==> src/rtl/layer3_pe.sv <==
// One multiply-accumulate neuron of layer3: accumulates N_IN products of din1*din2,
// then adds the bias, applies optional ReLU and 16-bit saturation, and pulses finish.
module layer3_pe #(
  parameter int N_IN  = 400,
  parameter int FRAC  = 8,
  parameter int ACC_W = 44,
  parameter int RELU  = 1
) (
  input  logic        clk,
  input  logic        reset,
  input  logic [17:0] din1,
  input  logic [15:0] din2,
  input  logic        ena,
  input  logic [15:0] bias,
  output logic [15:0] dout,
  output logic        finish
);

  localparam logic signed [ACC_W-1:0] SAT_HI = ACC_W'(32767);
  localparam logic signed [ACC_W-1:0] SAT_LO = ACC_W'(-32768);
  localparam logic [8:0]              LAST   = 9'(N_IN - 1);

  logic signed [ACC_W-1:0] acc;
  logic [8:0]              count;
  logic signed [33:0]      prod;
  logic signed [ACC_W-1:0] prod_ext;
  logic signed [ACC_W-1:0] sum;
  logic signed [ACC_W-1:0] shifted;
  logic signed [ACC_W-1:0] bias_ext;
  logic signed [ACC_W-1:0] s_raw;
  logic signed [ACC_W-1:0] s_relu;
  logic [15:0]             sat_val;
  logic                    last;

  // Both operands widened to the full product width so the multiply is exact and signed.
  assign prod     = $signed({{16{din1[17]}}, din1}) * $signed({{18{din2[15]}}, din2});
  assign prod_ext = {{(ACC_W-34){prod[33]}}, prod};
  assign sum      = acc + prod_ext;
  assign shifted  = sum >>> FRAC;
  assign bias_ext = {{(ACC_W-16){bias[15]}}, bias};
  assign s_raw    = shifted + bias_ext;
  assign last     = (count == LAST);

  always_comb begin
    s_relu  = s_raw;
    sat_val = s_raw[15:0];
    if (RELU != 0 && s_raw[ACC_W-1]) s_relu = '0;
    if (s_relu > SAT_HI)      sat_val = 16'h7fff;
    else if (s_relu < SAT_LO) sat_val = 16'h8000;
    else                      sat_val = s_relu[15:0];
  end

  always_ff @(posedge clk or negedge reset) begin
    if (!reset) begin
      acc    <= '0;
      count  <= '0;
      dout   <= '0;
      finish <= 1'b0;
    end else begin
      finish <= 1'b0;
      if (ena) begin
        if (last) begin
          dout   <= sat_val;
          finish <= 1'b1;
          acc    <= '0;
          count  <= '0;
        end else begin
          acc   <= sum;
          count <= count + 9'd1;
        end
      end
    end
  end

endmodule

==> config.mk <==
export PLATFORM = sky130hd
export DESIGN_NAME = layer3_pe
export DESIGN_NICKNAME = d
export VERILOG_FILES = /design/src/rtl/layer3_pe.sv
export SDC_FILE = /design/constraint.sdc
export NUM_CORES = 1
export LEC_CHECK = 0
export BUFFER_PORTS_ARGS = -buffer_cell sky130_fd_sc_hd__buf_2
export CAP_MARGIN = 20
export CORE_MARGIN = 4
export CORE_UTILIZATION = 30
export CTS_CLUSTER_DIAMETER = 150
export DETAILED_ROUTE_END_ITERATION = 10
export RECOVER_POWER = 50
export SYNTH_ARGS = -nofsm -noshare
export SYNTH_HDL_FRONTEND = slang
export SYNTH_SLANG_ARGS = --single-unit
export TNS_END_PERCENT = 50
==> constraint.sdc <==
create_clock -name clk -period 8.65 [get_ports clk]
set_input_delay 0.4325 -clock clk [delete_from_list [all_inputs] [get_ports clk]]
set_output_delay 0.4325 -clock clk [all_outputs]
set_load 0.03 [all_outputs]
==> results list <==
* Number of sinks on the clock net: 70
- Minimum setup slack among reg-to-reg paths: 920 ps
- After detailed routing, the number of remaining DRC violations is 0.
- The flow ran to the end, but the final reports show violations.
- Port buffering added 69 buffers.
- Measured along the x axis, the die boundary spans roughly 250 µm.
* Instance area at placement: about 21000 µm²
* Category of the worst setup path capture point: register
- A synthesized cell averages about 9.3 µm².
- Worst slew pin tran: approximately 3800 ps
* Number of library cell types mapped by synthesis: 70
* Fraction of registers with async set/reset: 100%
* Vias: around 14000
- Tracing the worst setup path back leads to its startpoint at din1[3].
* Final Hold Vio Count: 0
* Delay of the slowest cell on the worst path: approximately 540 ps
- Worst endpoint data arrival time: between 8000 and 9000 ps
* Finished layout cell area: 22100 µm²
* Post-Syn Area: approximately 18000 µm²
- Summed over all nets, wire length on met3 after detailed routing comes to 1670 µm.
- Number of buffers between clock root and the deepest sink: 2
- Summed over its instances, the top area cell type makes up between 40% and 50% of the synthesized netlist area.
- Number of nets with antenna violations after routing: 0
- Cell type with the highest occurrence count on the critical path: sky130_fd_sc_hd__fa_1
* Uppermost routed layer: met4
- Most frequent standard cell in the layout excluding fill and tap cells: sky130_fd_sc_hd__inv_1
- # IOs: 70
* Slew Viols, Final: 65
- Crit share post-route: ~100%
* Number of antenna cells inserted: 0
- Sorting the synthesized cells by area gives the leading types as sky130_fd_sc_hd__fa_1 41%, sky130_fd_sc_hd__ha_1 11%, sky130_fd_sc_hd__dfrtp_1 9.6%, sky130_fd_sc_hd__inv_1 8.5%, sky130_fd_sc_hd__and2_1 4.5%.
* CP Max Fanout: 10
- Type of element launching the critical path: input port
- Clock latency on the worst-skew pair, taken at its later pin, is ~370 ps.
* Wire length of the first global-routing pass: roughly 80000 µm
- TritonRoute pass-1 iters: 5
* Pin count of the biggest net entering global routing: 65
- Sequential cells were found to cover under 10% of the synthesized design area.
* Syn_nets: 2552
- Metal2 WL: roughly 24000 µm
* DRT met1 WL: roughly 21000 µm
- Global-route usage over all layers: around 15%
- Detailed placement ended at an HPWL of about 41000 µm.
- Data on the critical path is required at its endpoint by 8880 ps.
- Starting utilization of the core area: between 30% and 40%
- Count of H-tree levels built during CTS: 3
- Most used cells in the layout excluding fill and tap cells: 406 x sky130_fd_sc_hd__inv_1, 357 x sky130_fd_sc_hd__fa_1, 263 x sky130_fd_sc_hd__buf_4
- Setup violations remaining at the end of the flow were counted as 0.
- Worst Hold Class: input port to register
- Critical path's top delay family: adder cells
- The startpoint identified for the worst register-to-register timing path is acc[11].
- Clock slew seen by the registers of the worst setup and hold paths: approximately 60 ps
- Total number of nets in the final design: between 2000 and 3000
- Clock tree root buffer cell: sky130_fd_sc_hd__clkbuf_16
- Slowest cell on crit path: sky130_fd_sc_hd__fa_1
- Mean number of vias per cell: around 4.7
* Setup WS post-layout: 195 ps
- Total wirelength of the detailed-routed design: ~47000 µm
- Final period demand of the worst path: 8460 ps
- Before CTS, the worst setup slack after placement is -403 ps.
- Dividing the detail-routed wire length by the instance count gives 15.5 µm.
- TritonCTS clock tree: yes
* Area leader, netlist: sky130_fd_sc_hd__fa_1
- Number of enable flip-flop cells after synthesis: 0
- Global routing finished with a remaining overflow of 0.
* Relative slew slack: -152%
* Via count of the first global-routing pass: between 15000 and 20000
* Main flop type after synthesis: sky130_fd_sc_hd__dfrtp_1
- Number of placement rows: 90
* Hold Path Origin: ena
- GP Congestion: between 0.8 and 0.9
- Synthesis produced a little under 2000 cells.
- The core region is ~60000 µm².
- Cells fill between 30% and 40% of the core in the end.
- Derived from the worst setup path, the maximum achievable clock frequency is between 100 and 150 MHz.
- In this run, synthesis produced a sequential element count of 70.
- The number of antenna violations at the first check in global routing came to 0.
* Die outline area: between 60000 and 70000 µm²
- The first routing iteration left a little over 600 violations.
* Number of clock buffers inserted by TritonCTS: 9
- MaxCap Viol Count: 1
* Clock skew after layout: ~17 ps
- Share of layout cells above drive strength 1: between 10% and 20%
* Floorplan die height: 255 µm
* Crit Path Category: input port to register
* Violated checks: capacitance limit, slew limit
- P&R area growth vs syn: 21.3%
- Count of synthesis-stage warnings from yosys: 0
- The number of buffers and inverters on the critical path is 10.
[Yosys cell counts, drive strengths merged (10+ instances only)]
cell type  count
a21o          39
a21oi         79
a22o          40
a31oi         22
and2         130
clkbuf        69
dfrtp         70
fa           369
ha           160
inv          413
nand2        202
nand2b        15
nand3         17
nand4         10
nor2          65
o21ai         61
o21bai        14
xnor2         45
xor2          28
[cells by family (layout without fill, tap and decap cells)]
group           Yosys count  count (layout)  share of synthesized area (%)
xor+xnor                 73              73                           3.51
simple gates            484             484                           13.0
mux                       6               6                          0.336
fa+ha+maj               529             529                           51.5
compound gates          323             323                           12.0
buf+inv                 485             774                           10.1
flops                    70              70                           9.61
[stage by stage]
stage	setup TNS, ps	hold WS, ps	cells
2_1_floorplan	0	137	1970
3_3_place_gp	-4360	253	3013
3_5_place_dp	-5900	257	3013
4_1_cts	0	333	3030
5_1_grt	-861	367	3041
6_report	0	356	3041
[per-layer routing]
metal / up-vias / global-route usage, %
met5: - / 0
met4: 0 / 1.53
met3: 22 / 2.21
met2: 221 / 26.3
met1: 7287 / 21.0
li1: 6764 / -
[repair_timing]
item,4_1_cts,5_1_grt
endpoints found under the setup margin,15,15
buffers inserted,0,10
gates resized for setup,2,119
hold endpoints to repair,6,0
pin swaps,1,74
cloned,0,1
hold buffers,1,0
[state kept, by name, indices dropped and copies added, names as in the netlist]
register  count
count         9
dout         16
finish        1
acc          44
[worst paths after layout]
kind,to,cells past startpoint
min,count[0],2
min reg2reg,dout[15],1
max reg2reg,dout[5],31
max,dout[5],36
min in group asynchronous,acc[0],2
max in group asynchronous,dout[2],3
[worst register-to-register path: cells and delay by family (launching register included)]
kind | cells | cell delay (ps)
flops | 1 | 420
buf+inv | 5 | 550
xor+xnor | 2 | 250
simple gates | 2 | 260
fa+ha+maj | 7 | 3020
compound gates | 15 | 3100
[cell type report]
class,instances,area (µm²)
repair buffers,344,2570
fillers,6005,38100
well taps,782,978
clock buffers,11,243
multi-input cells,1415,15000
flip-flops and latches,70,1750
inverters,414,1560
clock inverters,5,35.0
Power is left out: the tool's default activity adds up to more than one toggle a clock period on the data nets, which glitch-free logic cannot reach.
